--- src/rtl/instruction_fetch_unit.sv ---
// Instruction-fetch stage: owns the PC, drives the instruction-memory read
// handshake, applies redirects/holds and feeds the IF/ID pipeline register.
module instruction_fetch_unit #(
    parameter logic [31:0] RESET_VECTOR = 32'h00000000,
    parameter logic [31:0] NOP_INSTR    = 32'h00000013
) (
    input  logic        CLK,
    input  logic        RESET,
    input  logic        BRANCH_TAKEN,
    input  logic [31:0] BRANCH_TARGET,
    input  logic        HOLD,
    input  logic [31:0] IMEM_READDATA,
    input  logic        IMEM_BUSYWAIT,
    output logic        IMEM_READ,
    output logic [31:0] IMEM_ADDRESS,
    output logic [31:0] INSTRUCTION_OUT,
    output logic [31:0] PC_DIRECT_OUT,
    output logic [31:0] PC_PLUS_4_OUT,
    output logic        FETCH_VALID,
    output logic        BUSYWAIT_OUT
);

    localparam logic [1:0] ST_IDLE  = 2'd0;
    localparam logic [1:0] ST_FETCH = 2'd1;
    localparam logic [1:0] ST_STALL = 2'd2;

    logic [1:0]  state_reg;
    logic [31:0] pc_reg;
    logic        redirect_pending_reg;
    logic [31:0] redirect_addr_reg;
    logic [31:0] instr_reg;
    logic [31:0] pc_direct_reg;
    logic [31:0] pc_plus_4_reg;
    logic        valid_reg;

    logic [31:0] pc_plus_4;
    logic [31:0] redirect_target;
    logic        fetch_done;

    assign pc_plus_4 = pc_reg + 32'd4;
    // A live branch this cycle is younger than any remembered one, so it wins.
    assign redirect_target = (BRANCH_TAKEN ? BRANCH_TARGET : redirect_addr_reg) & ~32'd3;
    assign fetch_done      = (state_reg == ST_FETCH) && !IMEM_BUSYWAIT;

    always_ff @(posedge CLK) begin
        if (!RESET) begin
            state_reg            <= ST_IDLE;
            pc_reg               <= RESET_VECTOR;
            redirect_pending_reg <= 1'b0;
            redirect_addr_reg    <= 32'd0;
            instr_reg            <= NOP_INSTR;
            pc_direct_reg        <= 32'd0;
            pc_plus_4_reg        <= 32'd0;
            valid_reg            <= 1'b0;
        end else begin
            case (state_reg)
                ST_IDLE: state_reg <= ST_FETCH;
                ST_FETCH: begin
                    if (fetch_done) begin
                        if (BRANCH_TAKEN || redirect_pending_reg) begin
                            pc_reg               <= redirect_target;
                            redirect_pending_reg <= 1'b0;
                            instr_reg            <= NOP_INSTR;
                            valid_reg            <= 1'b0;
                        end else if (HOLD) begin
                            state_reg <= ST_STALL;
                        end else begin
                            instr_reg     <= IMEM_READDATA;
                            pc_direct_reg <= pc_reg;
                            pc_plus_4_reg <= pc_plus_4;
                            valid_reg     <= 1'b1;
                            pc_reg        <= pc_plus_4;
                        end
                    end else if (BRANCH_TAKEN) begin
                        // Request stays in flight; its data is dropped at completion.
                        redirect_addr_reg    <= BRANCH_TARGET;
                        redirect_pending_reg <= 1'b1;
                    end
                end
                ST_STALL: begin
                    if (BRANCH_TAKEN) begin
                        pc_reg    <= redirect_target;
                        instr_reg <= NOP_INSTR;
                        valid_reg <= 1'b0;
                        state_reg <= ST_FETCH;
                    end else if (!HOLD) begin
                        state_reg <= ST_FETCH;
                    end
                end
                default: state_reg <= ST_IDLE;
            endcase
        end
    end

    assign IMEM_READ       = (state_reg == ST_FETCH);
    assign IMEM_ADDRESS    = pc_reg;
    assign INSTRUCTION_OUT = instr_reg;
    assign PC_DIRECT_OUT   = pc_direct_reg;
    assign PC_PLUS_4_OUT   = pc_plus_4_reg;
    assign FETCH_VALID     = valid_reg;
    assign BUSYWAIT_OUT    = (state_reg == ST_IDLE)
                           || ((state_reg == ST_FETCH) && IMEM_BUSYWAIT
                               && !BRANCH_TAKEN && !redirect_pending_reg)
                           || HOLD;

endmodule

--- config.mk ---
export PLATFORM = sky130hd
export DESIGN_NAME = instruction_fetch_unit
export DESIGN_NICKNAME = d
export VERILOG_FILES = /design/src/rtl/instruction_fetch_unit.sv
export SDC_FILE = /design/constraint.sdc
export NUM_CORES = 1
export LEC_CHECK = 0
export BUFFER_PORTS_ARGS = -buffer_cell sky130_fd_sc_hd__buf_2
export CORE_MARGIN = 4
export CORE_UTILIZATION = 47
export DETAILED_ROUTE_END_ITERATION = 6
export PLACE_DENSITY = 0.8
export SLEW_MARGIN = 20
export SYNTH_ARGS = -nofsm -noshare
export SYNTH_HDL_FRONTEND = slang
export SYNTH_SLANG_ARGS = --single-unit
--- constraint.sdc ---
create_clock -name CLK -period 2.1 [get_ports CLK]
set_clock_uncertainty 0.05 [all_clocks]
set_input_delay 0.105 -clock CLK [delete_from_list [all_inputs] [get_ports CLK]]
set_output_delay 0.105 -clock CLK [all_outputs]
set_load 0.005 [all_outputs]
==> results.py, run 1 <==
metrics = {
    "timing": {
        "period_share_pct": 100,
        "slew_viol_final": 0,
        "setup_ws_ps": -3.58,
        "slew_headroom_pct": 62.5,
        "finalSetupTns_ps": -3.58,
        "fin_crit_ps": 2100,
        "fmax_mhz": 475,
        "setup_viol": 1,
        "hold_ws_ps": 39.1,
        "tightest_slew_ps": 562,
        "hold_violations": 0,
    },
    "clock_tree": {
        "clkTransAtPathRegs_ps": 60,
        "htree_num_levels": 4,
        "numClockSinks": 156,
        "cts_buffers": 17,
        "cts_buffer_depth": 2,
        "cts_root_buf": "clkbuf_16",
        "cts_tree": "yes",
        "clk_latency_ps": 430,
    },
    "synth": {
        "yosysSeqAreaShare_pct": 43.6,
        "yosys.area.top_type_share_pct": 43.6,
        "ys_types": 61,
        "synthFlopType": "dfxtp_1",
        "synthTopCellsByCount": "dfxtp_1 (156), nand2_1 (149), a21oi_1 (113), nor2_1 (71), nand3_1 (50)",
        "syn_area_per_cell_um2": 8.13,
        "postSynthCellCount": 881,
        "syn-cell-area_um2": 7170,
        "synthTopCellsByArea": "dfxtp_1 (44%), a21oi_1 (7.9%), nand2_1 (7.8%)",
        "synth-edff-count": 0,
        "synth_most_common_cell": "dfxtp_1",
        "synth_async_sr_flop_share_pct": 0,
        "ys_warn_count": 0,
        "ys_seq_elements": 156,
        "synth_top_cell_by_area": "dfxtp_1",
    },
    "detailed_routing": {
        "wirelength_um": 22900,
        "ant_nets": 0,
        "wl_per_cell_um": 17.3,
        "dr.pass1.iters": 5,
        "vias": 7420,
        "drc_errors": 0,
        "vias_per_cell": 5.60,
        "first_iter_violations": 572,
    },
    "floorplan": {
        "core_um2": 14800,
        "die_area_um2": 17300,
        "start_util_pct": 48.6,
        "die_w_um": 131,
        "num_io_pins": 200,
        "rows": 44,
        "die_y_um": 131,
    },
    "cells_and_area": {
        "drive_above_1_share_pct": 28.5,
        "final_net_count": 1201,
        "syn_to_final_growth_pct": 35.6,
        "nFillCells": 1191,
        "largest_reg_flops": 32,
        "multiInputGateArea_um2": 3640,
        "seqCellArea_um2": 3120,
    },
    "global_route": {
        "grtUsageTotal_pct": 24.9,
        "grt_overflow": 0,
        "antenna_found_initial": 2,
        "grt_pass1_wl_um": 35100,
        "grt_max_degree": 73,
        "grt_pass1_vias": 6864,
    },
    "place": {
        "dp_slack_ps": 26.8,
        "gp_congestion": 0.891,
        "hpwl_um": 15400,
        "io_buffers": 191,
    },
    "setup_path": {
        "rrSetupSlack_ps": -4,
        "worstPathRequired_ps": 2390,
        "rr_endpoint": "INSTRUCTION_OUT[5]$_SDFFE_PN0P_",
        "startpoint_type": "flop",
        "critPathCaptureType": "flop",
        "worstPathMaxFanout": 16,
        "path_class": "reg2reg",
        "ff2ff_path_depth": 9,
        "cp_data_arrival_time_ps": 2390,
        "reg2reg_from": "state_reg[1]$_SDFFE_PN0P_",
        "startpoint": "state_reg[1]$_SDFFE_PN0P_",
        "endpoint": "INSTRUCTION_OUT[5]$_SDFFE_PN0P_",
    },
    "power": {
        "peakVddDrop_v": 0.000783,
        "leakagePower_nw": 4.14,
        "powerDensity_nw_per_um2": 1150,
        "p_total_mw": 11.2,
    },
    "outcome": {
        "status": "finished, violations left",
        "violations": "negative setup slack",
    },
    "worst_hold_path": {
        "hold_path.class": "in2reg",
    },
    "flow_run": {
        "maxCapViolCount": 0,
    },
}
## critical path: stages, from the launching register on
cell	delay, ps
dfxtp_2	340
inv_1	80
ha_2	220
and3b_1	200
o21a_1	220
nor2_4	260
buf_6	160
clkbuf_16	160
nand3_1	110
a21oi_1	210
## repair_timing
item | CTS | global route
gates cloned | 0 | 1
gates resized for setup | 1 | 8
setup endpoints to repair | 1 | 10
hold buffers | 44 | 0
pin swaps | 0 | 1
setup buffers | 0 | 6
hold endpoints to repair | 44 | 0
## layout make-up
class	count	area share [%]
clock buffer	23	4.92
antenna	2	0.0515
tap	184	2.37
clock inverter	9	1.38
timing repair buffer	308	21.3
sequential	156	32.2
inverter	7	0.296
multi-input combinational	637	37.5
## placed cells by master, fill, tap and decap left out, types with 3 or more instances in the layout
cell type,netlist,layout
nor3_1,18,17
nand2_1,149,148
dfxtp_1,156,155
buf_2,16,191
mux2i_1,32,32
ha_1,5,3
nand4_1,7,7
conb_1,1,6
buf_6,5,3
nor4_1,4,3
o21ai_0,43,43
a211oi_1,26,26
nand3_1,50,50
o211ai_1,4,4
clkbuf_8,2,3
mux2_2,7,7
buf_4,10,61
o31ai_1,3,3
nor2_1,71,70
buf_12,0,8
xor2_1,16,16
o21a_1,3,3
and3_1,9,9
dlygate4sd3_1,0,44
bufinv_16,0,3
clkbuf_1,47,3
a21oi_1,113,113
a31oi_1,5,5
and2_1,7,7
o22ai_1,9,9
xnor2_1,12,12
clkbuf_16,0,18
inv_1,6,6
o31a_1,3,3
## worst min path at each step
stage                           start                                 end  slack, ps  cells after the start
floorplan           BRANCH_TARGET[16]  redirect_addr_reg[16]$_SDFFE_PN0P_        190                      2
global placement    BRANCH_TARGET[28]  redirect_addr_reg[28]$_SDFFE_PN0P_        310                      3
detailed placement  BRANCH_TARGET[28]  redirect_addr_reg[28]$_SDFFE_PN0P_        320                      3
CTS                 BRANCH_TARGET[10]  redirect_addr_reg[10]$_SDFFE_PN0P_         30                      3
global route        BRANCH_TARGET[24]  redirect_addr_reg[24]$_SDFFE_PN0P_         60                      3
finish              BRANCH_TARGET[10]  redirect_addr_reg[10]$_SDFFE_PN0P_         40                      3
## stage by stage
stage / instances / util, % / area [um2]
6_report: 1326 / 65.8 / 9710
5_1_grt: 1326 / 65.8 / 9710
4_1_cts: 1317 / 65.0 / 9580
3_5_place_dp: 1241 / 57.8 / 8530
3_3_place_gp: 1241 / 57.8 / 8530
2_1_floorplan: 886 / - / 7180
## power breakdown
group / internal, mW / switching, mW
logic: 1.82 / 2.38
clock network: 1.97 / 1.22
registers: 3.43 / 0.348
## metal layers
| metal | track usage, % | up-vias | wire length, um |
|---|---|---|---|
| met2 | 39.5 | 344 | 10600 |
| met3 | 6.23 | 70 | 1680 |
| li1 | - | 3555 | - |
| met4 | 11.5 | 0 | 986 |
| met1 | 32.1 | 3451 | 9580 |
| met5 | 0 | - | 0 |
## logic make-up after synthesis
| family | Yosys count | share of synthesized area (%) |
|---|---|---|
| and+or+nand+nor | 336 | 21.9 |
| xor gates and xnor gates | 28 | 3.42 |
| other | 1 | 0.0523 |
| DFF | 156 | 43.6 |
| muxes | 39 | 5.57 |
| buffers and inverters | 93 | 6.55 |
| adders and majority gates | 5 | 0.873 |
| AOI/OAI and AO/OA | 223 | 18.1 |
Power figures use the tool's default switching activity.
==> inputs of run 2 (changes only) <==
--- a/config.mk
+++ b/config.mk
@@ -9,5 +9,5 @@
 export CORE_MARGIN = 4
-export CORE_UTILIZATION = 47
+export CORE_UTILIZATION = 41
 export DETAILED_ROUTE_END_ITERATION = 6
-export PLACE_DENSITY = 0.8
+export PLACE_DENSITY = 0.72
 export SLEW_MARGIN = 20
==> constraint.sdc (replaced) <==
create_clock -name CLK -period 2.1 [get_ports CLK]
set_clock_uncertainty 0.05 [all_clocks]
set_input_delay 0.21 -clock CLK [delete_from_list [all_inputs] [get_ports CLK]]
set_output_delay 0.21 -clock CLK [all_outputs]
set_load 0.005 [all_outputs]
==> results.py, run 2 (synthesis results as in run 1) <==
metrics = {
    "setup_path": {
        "startpoint": "IMEM_ADDRESS[5]$_SDFFE_PN0P_",
        "cp_data_arrival_time_ps": 2270,
        "path_class": "reg2reg",
        "critPathCaptureType": "flop",
        "startpoint_type": "flop",
        "worstPathMaxFanout": 5,
        "ff2ff_path_depth": 6,
        "reg2reg_from": "IMEM_ADDRESS[5]$_SDFFE_PN0P_",
        "worstPathRequired_ps": 2370,
    },
    "floorplan": {
        "start_util_pct": 41.6,
        "rows": 48,
        "num_io_pins": 200,
        "die_area_um2": 19700,
        "die_w_um": 140,
        "die_y_um": 140,
        "core_um2": 17200,
    },
    "worst_hold_path": {
        "hp-start": "IMEM_READDATA[1]",
        "hold_depth": 3,
        "hold_path.class": "in2reg",
    },
    "cells_and_area": {
        "mostFrequentLayoutCell": "buf_2",
        "utilization_pct": 57.3,
        "diodes": 0,
        "drive_above_1_share_pct": 29.9,
        "final_net_count": 1211,
        "largest_reg_flops": 32,
        "layout_common_cells": "buf_2 (191), dfxtp_1 (153), nand2_1 (148), a21oi_1 (113)",
        "final_area_um2": 9880,
        "final_cells": 1375,
        "syn_to_final_growth_pct": 37.9,
    },
    "detailed_routing": {
        "wl_per_cell_um": 17.2,
        "drc_errors": 0,
        "first_iter_violations": 636,
        "wirelength_um": 23700,
        "vias": 7347,
        "dr.pass1.iters": 6,
        "vias_per_cell": 5.34,
        "ant_nets": 0,
    },
    "clock_tree": {
        "clkTransAtPathRegs_ps": 70,
        "cts_buffer_depth": 2,
        "cts_buffers": 17,
        "clk_latency_ps": 430,
        "cts_tree": "yes",
        "cts_root_buf": "clkbuf_16",
        "htree_num_levels": 4,
        "numClockSinks": 156,
    },
    "timing": {
        "fmax_mhz": 502,
        "period_share_pct": 94.9,
        "slew_headroom_pct": 57.1,
        "slew_viol_final": 0,
        "hold_violations": 0,
        "setup_viol": 0,
        "tightest_slew_ps": 644,
        "fin_crit_ps": 1990,
        "setup_ws_ps": 108,
    },
    "global_route": {
        "grtUsageTotal_pct": 22.9,
        "grt_pass1_wl_um": 36600,
        "grt_overflow": 0,
        "grt_max_degree": 71,
        "grt_pass1_vias": 6909,
        "antenna_found_initial": 0,
    },
    "outcome": {
        "status": "complete, no violations",
    },
    "place": {
        "dp_slack_ps": 58.2,
        "gp_congestion": 0.856,
        "io_buffers": 191,
        "dp.cells": 1289,
        "dpl_cell_area_um2": 8620,
        "hpwl_um": 15800,
    },
    "power": {
        "powerDensity_nw_per_um2": 1130,
        "leakagePower_nw": 4.23,
        "peakVddDrop_v": 0.000721,
        "p_total_mw": 11.2,
    },
    "flow_run": {
        "maxCapViolCount": 0,
    },
}
==> run 2: changes by cell type in the layout (fill, tap and decap cells not counted), sizes merged <==
cell         delta
diode           -2
clkbuf          +1
inv             -1
dlygate4sd3     -1
buf             +9
bufinv          -1
clkinvlp        +3
==> run 2: stage by stage <==
step / TNS, ps / hold WS, ps
floorplan: 0 / 296
global placement: 0 / 386
detailed placement: 0 / 390
CTS: 0 / 13.6
global route: -8.68 / 76.6
finish: 0 / 23.5
==> run 2: per-layer routing <==
| layer | vias to the layer above | part of all wire, % | track usage [%] |
|---|---|---|---|
| met2 | 298 | 46 | 35.1 |
| met1 | 3415 | 44 | 31.3 |
| met3 | 69 | 7.2 | 5.05 |
| met4 | 0 | 3.3 | 9.23 |
| li1 | 3565 | - | - |
| met5 | - | 0 | 0 |
==> run 2: critical path, cell delays in order, from the launching register on <==
cell and delay [ps]:
dfxtp_1 420, buf_4 170, and4_1 330, nand4_4 190, nor3_4 240, mux2i_1 120
a2111oi_2 350
==> run 2: what timing repair did <==
action                     CTS  global route
setup buffers                0             7
hold buffers                43             0
hold endpoints to repair    43             0
resized for setup            0            25
setup endpoints to repair    0            94
==> run 2: final timing paths <==
kind	to	slack [ps]
worst min register to register	INSTRUCTION_OUT[29]$_SDFFE_PN0P_	400
worst min-delay path	INSTRUCTION_OUT[1]$_SDFFE_PN1P_	20
worst max-delay path	IMEM_ADDRESS[29]$_SDFFE_PN0P_	110
worst max register to register	IMEM_ADDRESS[29]$_SDFFE_PN0P_	110
==> run 2: power breakdown <==
part / switching, mW / internal (mW)
Clock: 1.24 / 1.84
Combinational: 2.45 / 1.87
Sequential: 0.339 / 3.43
==> run 2: area by class of cell <==
type / instances / area, um2
clock buffers: 22 / 474
clock inverters: 10 / 114
fillers: 1555 / 7350
inverters: 7 / 28.8
multi-input cells: 637 / 3690
flip-flops and latches: 156 / 3130
well taps: 225 / 282
repair buffers: 318 / 2160
